File: config.mk
export PLATFORM = sky130hd
export DESIGN_NAME = pad_cfg_ctrl
export DESIGN_NICKNAME = d
export VERILOG_FILES = /design/src/rtl/pad_cfg_pkg.sv /design/src/rtl/pad_cfg_bank.sv /design/src/rtl/pad_cfg_ctrl.sv
export SDC_FILE = /design/constraint.sdc
export NUM_CORES = 2
export LEC_CHECK = 0
export CORE_MARGIN = 5
export CORE_UTILIZATION = 56
export CTS_CLUSTER_SIZE = 25
export DETAILED_ROUTE_END_ITERATION = 8
export PLACE_DENSITY = 0.8
export SYNTH_ARGS = -nofsm -noshare
export SYNTH_HDL_FRONTEND = slang
export SYNTH_SLANG_ARGS = --single-unit
File: constraint.sdc
create_clock -name clk_i -period 50.5 [get_ports clk_i]
set_clock_uncertainty 0.05 [all_clocks]
set_input_delay 12.625 -clock clk_i [delete_from_list [all_inputs] [get_ports clk_i]]
set_output_delay 12.625 -clock clk_i [all_outputs]
set_load 0.005 [all_outputs]
File: src/rtl/pad_cfg_pkg.sv
// pad_cfg_pkg: shared types and constants for the pad configuration controller
package pad_cfg_pkg;
   typedef struct packed {
      logic       pu;
      logic       pd;
      logic       slew;
      logic [2:0] drv;
   } pad_cfg_t;

   typedef enum logic [2:0] {PWRUP, IDLE, HOLD, APPLY, RELEASE} state_t;

   localparam logic [7:0] CFG_WMASK = 8'h3F;
endpackage

File: src/rtl/pad_cfg_bank.sv
// pad_cfg_bank: shadow/active config storage with write port, registered read and diff mask
module pad_cfg_bank
   import pad_cfg_pkg::*;
#(
   parameter int NUM_PADS = 72
) (
   input  logic                          clk_i,
   input  logic                          rst_i,
   input  logic                          wr_en,
   input  logic                          rd_en,
   input  logic                          apply,
   input  logic [7:0]                    addr,
   input  logic [7:0]                    wdata,
   output logic                          rvalid,
   output logic [7:0]                    rdata,
   output pad_cfg_t [NUM_PADS-1:0]       active,
   output logic [NUM_PADS-1:0]           diff
);
   pad_cfg_t [NUM_PADS-1:0] shadow;
   logic [6:0] idx;
   logic       in_range;
   logic [7:0] wmask;
   logic       unused_rsvd;

   assign idx         = addr[6:0];
   assign in_range    = int'(idx) < NUM_PADS;
   assign wmask       = wdata & CFG_WMASK;
   assign unused_rsvd = ^wmask[7:6];

   for (genvar i = 0; i < NUM_PADS; i++) begin : g_diff
      assign diff[i] = shadow[i] != active[i];
   end

   // software writes land in shadow; apply copies the whole shadow bank into active at once
   always_ff @(posedge clk_i or posedge rst_i) begin
      if (rst_i) begin
         shadow <= '0;
         active <= '0;
      end else begin
         if (wr_en && in_range) shadow[idx] <= pad_cfg_t'(wmask[5:0]);
         if (apply) active <= shadow;
      end
   end

   // read data returns one cycle after the grant; out-of-range pads read as zero
   always_ff @(posedge clk_i or posedge rst_i) begin
      if (rst_i) begin
         rvalid <= 1'b0;
         rdata  <= 8'h00;
      end else begin
         rvalid <= rd_en;
         rdata  <= (rd_en && in_range) ? {2'b00, addr[7] ? active[idx] : shadow[idx]} : 8'h00;
      end
   end
endmodule

File: src/rtl/pad_cfg_ctrl.sv
// pad_cfg_ctrl: pad drive/slew/pull configuration with power-up and glitch-free commit sequencing
module pad_cfg_ctrl
   import pad_cfg_pkg::*;
#(
   parameter int NUM_PADS      = 72,
   parameter int PWRUP_CYCLES  = 256,
   parameter int SETTLE_CYCLES = 4
) (
   input  logic                clk_i,
   input  logic                rst_i,
   input  logic                cfg_req_i,
   input  logic                cfg_we_i,
   input  logic [7:0]          cfg_addr_i,
   input  logic [7:0]          cfg_wdata_i,
   output logic                cfg_gnt_o,
   output logic                cfg_rvalid_o,
   output logic [7:0]          cfg_rdata_o,
   input  logic                commit_i,
   output logic                busy_o,
   output logic [NUM_PADS-1:0] drv0_o,
   output logic [NUM_PADS-1:0] drv1_o,
   output logic [NUM_PADS-1:0] drv2_o,
   output logic [NUM_PADS-1:0] prg_slew_o,
   output logic [NUM_PADS-1:0] pd_o,
   output logic [NUM_PADS-1:0] puq_o,
   output logic [NUM_PADS-1:0] pwrup_pull_en_o,
   output logic [NUM_PADS-1:0] pwrupzhl_o,
   output logic [NUM_PADS-1:0] out_hold_o
);
   localparam int CNT_MAX = PWRUP_CYCLES > SETTLE_CYCLES ? PWRUP_CYCLES : SETTLE_CYCLES;
   localparam int CW      = $clog2(CNT_MAX + 1);

   state_t                  state, nstate;
   logic [CW-1:0]           cnt, ncnt;
   logic                    pending, npending;
   logic                    done, start, apply;
   logic [NUM_PADS-1:0]     mask, diff;
   pad_cfg_t [NUM_PADS-1:0] active;

   assign done      = cnt == (state == PWRUP ? CW'(PWRUP_CYCLES - 1) : CW'(SETTLE_CYCLES - 1));
   assign start     = state == IDLE && (commit_i || pending);
   assign apply     = state == APPLY;
   assign cfg_gnt_o = cfg_req_i && !apply;
   assign busy_o    = state != IDLE || pending;

   pad_cfg_bank #(.NUM_PADS(NUM_PADS)) u_bank (
      .clk_i  (clk_i),
      .rst_i  (rst_i),
      .wr_en  (cfg_gnt_o && cfg_we_i),
      .rd_en  (cfg_gnt_o && !cfg_we_i),
      .apply  (apply),
      .addr   (cfg_addr_i),
      .wdata  (cfg_wdata_i),
      .rvalid (cfg_rvalid_o),
      .rdata  (cfg_rdata_o),
      .active (active),
      .diff   (diff)
   );

   // sequence power-up, then hold -> apply -> release for every commit; counter restarts on each state change
   always_comb begin
      nstate = state;
      unique case (state)
         PWRUP:   nstate = done ? IDLE : PWRUP;
         IDLE:    nstate = start ? HOLD : IDLE;
         HOLD:    nstate = done ? APPLY : HOLD;
         APPLY:   nstate = RELEASE;
         RELEASE: nstate = done ? IDLE : RELEASE;
      endcase
      ncnt     = nstate != state ? '0 : (&cnt ? cnt : cnt + 1'b1);
      npending = state == IDLE ? 1'b0 : (pending || commit_i);
   end

   // state, counter, pending commit and the hold mask latched when a sequence begins
   always_ff @(posedge clk_i or posedge rst_i) begin
      if (rst_i) begin
         state   <= PWRUP;
         cnt     <= '0;
         pending <= 1'b0;
         mask    <= '0;
      end else begin
         state   <= nstate;
         cnt     <= ncnt;
         pending <= npending;
         if (start) mask <= diff;
      end
   end

   for (genvar i = 0; i < NUM_PADS; i++) begin : g_pad
      assign drv0_o[i]     = active[i].drv[0];
      assign drv1_o[i]     = active[i].drv[1];
      assign drv2_o[i]     = active[i].drv[2];
      assign prg_slew_o[i] = active[i].slew;
      assign pd_o[i]       = active[i].pd;
      assign puq_o[i]      = ~active[i].pu;
   end

   assign pwrup_pull_en_o = {NUM_PADS{state == PWRUP}};
   assign pwrupzhl_o      = {NUM_PADS{state == PWRUP}};
   assign out_hold_o      = state == PWRUP ? '1 : (state == IDLE ? '0 : mask);
endmodule
==> out/results.tsv <==
metric	value	unit
Hold Vio Cnt, Final	0	
number of global-route vias before repair	40700	
area grow syn2layout	13.4	%
WP data required	37820	ps
Ys Warns	0	
Root Buffer	clkbuf_16	
Fin Setup TNS	0	ps
synthesized area per cell	10.1	sq um
critical path class	input port to output port	
post-CTS sizing	0	
IO Count	680	
HPWL Detailed	132000	um
Final min period	26840	ps
element type at the critical path start	input port	
RSZ-0062 raised after global routing	no	
die area	99700	sq um
post-synth top area share	45.7	%
Least-Margin Pin Slew	1210	ps
first-pass GRT wire length	279000	um
Power Density	29.3	nW/um^2
Arr. time, crit path	14160	ps
iteration count of the initial detailed-routing pass	7	
leakage	0.0281	uW
GRT Total Usage	37.6	%
slew margin rel.	17.4	%
Placer Congestion	0.960	
Post-synth top cells	1297 x nand2_1, 956 x dfrtp_1, 523 x buf_4	
final total power	1740	uW
drt drc	0	
post-synthesis cell count	5172	
number of cell rows	112	
Reg clk slew, reported paths	60	ps
sequential fraction of the synthesis area	45.7	%
status	completed	
initial antenna violation count	8	
Clk Latency, worst-skew pair	680	ps
Achievable Freq	0.0373	GHz
Die W	316	um
CTS max path bufs	3	
critical path capture point type	output port	
starting density of the core	56.3	%
Synth Flop Type	dfrtp_1	
global route overflow	0	
total CTS buffers	100	
detailed-route via count	41900	
Tcrit/Tclk final	53.1	%
Vias/cell	6.41	
# setup viols final	0	
Netlist Area Pre-Place	52400	sq um
CTS tree	yes	
antenna viol nets, final	0	
Iteration-0 DRC Markers	6017	
EDFF count, synth	0	
core area	93000	sq um
largest net degree at the start of global routing	199	
largest area contributor in the netlist	dfrtp_1	
fraction of registers with async set/reset	100	%
htree depth	3	
Post CTS Setup Buffer Count	0	
die extent in y	316	um
most common cell in the netlist	nand2_1	
CTS Sinks	956	
routed wire length	193000	um
IO Port Bufs	675	
Synth Register Bits	956	
Synth area leaders	dfrtp_1 46%, mux2_2 11%, nand2_1 9.3%, buf_4 7.5%, xnor2_1 4.9%	
Hold Buf Count CTS	0	
Slew Viols, Final	0	
share of cells above drive strength 1	16.0	%
Nets	5228	
maximum vdd drop	25.8	uV
max cap viols	0	
CP Max Fanout	3	
HP Class	register to register	
WL/cell	29.5	um
Netlist cell types	84	
[path summary, 6_finish.rpt]
check / cells after the start / end / from / slack, ps
min in group asynchronous: 2 / mask[61] / rst_i / 12450
max in group asynchronous: 6 / u_bank.shadow[174] / rst_i / 34080
max reg2reg: 8 / mask[24] / state[2] / 46420
min reg2reg: 2 / mask[61] / mask[61] / 480
max: 3 / cfg_gnt_o / cfg_req_i / 23660
min: 2 / mask[61] / mask[61] / 480
[sequential cells by signal, summed over array words and instances (netlist names)]
name,count
u_bank.active,432
u_bank.shadow,432
mask,72
cnt,9
u_bank.rdata,6
state,3
pending,1
u_bank.rvalid,1
[cells by family (layout without fill, tap and decap cells)]
logic type / after synthesis / count (layout) / share of synthesized area, %
other: 1 / 5 / 0.00716
adders and majority gates: 2 / 2 / 0.0478
xor gates and xnor gates: 439 / 439 / 7.34
AOI/OAI and AO/OA: 572 / 572 / 7.67
DFF: 956 / 956 / 45.7
muxes: 648 / 648 / 15.7
buffers and inverters: 882 / 990 / 10.5
and+or+nand+nor: 1672 / 1672 / 13.0
[through the flow]
step | setup WS, ps | hold slack (ps) | util, % | cells | instance area, sq um
global placement | 23710 | 456 | 60.2 | 6357 | 56000
global route | 23670 | 504 | 63.8 | 6535 | 59400
floorplan | 10940 | 439 | - | 5173 | 52400
finish | 23660 | 477 | 63.8 | 6538 | 59400
detailed placement | 23730 | 468 | 60.2 | 6357 | 56000
CTS | 23720 | 480 | 63.8 | 6535 | 59400
[layout by cell type (no fill, tap or decap), types with 9 or more instances in the layout]
cell type and instances:
nand2_1 1297, dfrtp_1 956, clkdlybuf4s50_1 666, mux2_2 495, xnor2_1 290, nor2_1 152, xor2_1 149, o21ai_0 113
a21oi_1 106, clkbuf_16 104, mux4_2 90, a221oi_1 78, nor3_1 77, inv_1 77, nand4_1 75, a21o_1 73
mux2i_1 58, buf_4 55, a22oi_1 53, clkbuf_8 26, clkbuf_1 20, clkinv_2 18, o2bb2ai_1 16, a221o_1 16
a22o_1 14, o22ai_1 14, a31oi_1 13, nand3_1 9, a211oi_1 9, o221ai_1 9
[where the power goes]
| group | internal [uW] | switching (uW) |
|---|---|---|
| logic | 65.9 | 102 |
| registers | 785 | 25.5 |
| clock network | 443 | 320 |
[final cells by class]
cell class,instances,area (sq um)
clock inverters,29,332
inverters,81,312
multi-input cells,3335,23000
clock buffers,149,3020
fillers,7204,33600
well taps,1254,1570
repair buffers,731,7260
diodes,3,7.51
flip-flops and latches,956,23900
[critical path: stages]
cell and delay (ps):
clkdlybuf4s50_1 630, and2_1 220, clkdlybuf4s50_1 690
[routing by layer]
metal | wire [um] | track usage, %
met4 | 14800 | 22.6
met5 | 81 | 0
met3 | 25600 | 11.4
met1 | 68500 | 48.8
met2 | 84100 | 56.1
Note: power is estimated with default switching activity, not from simulation.
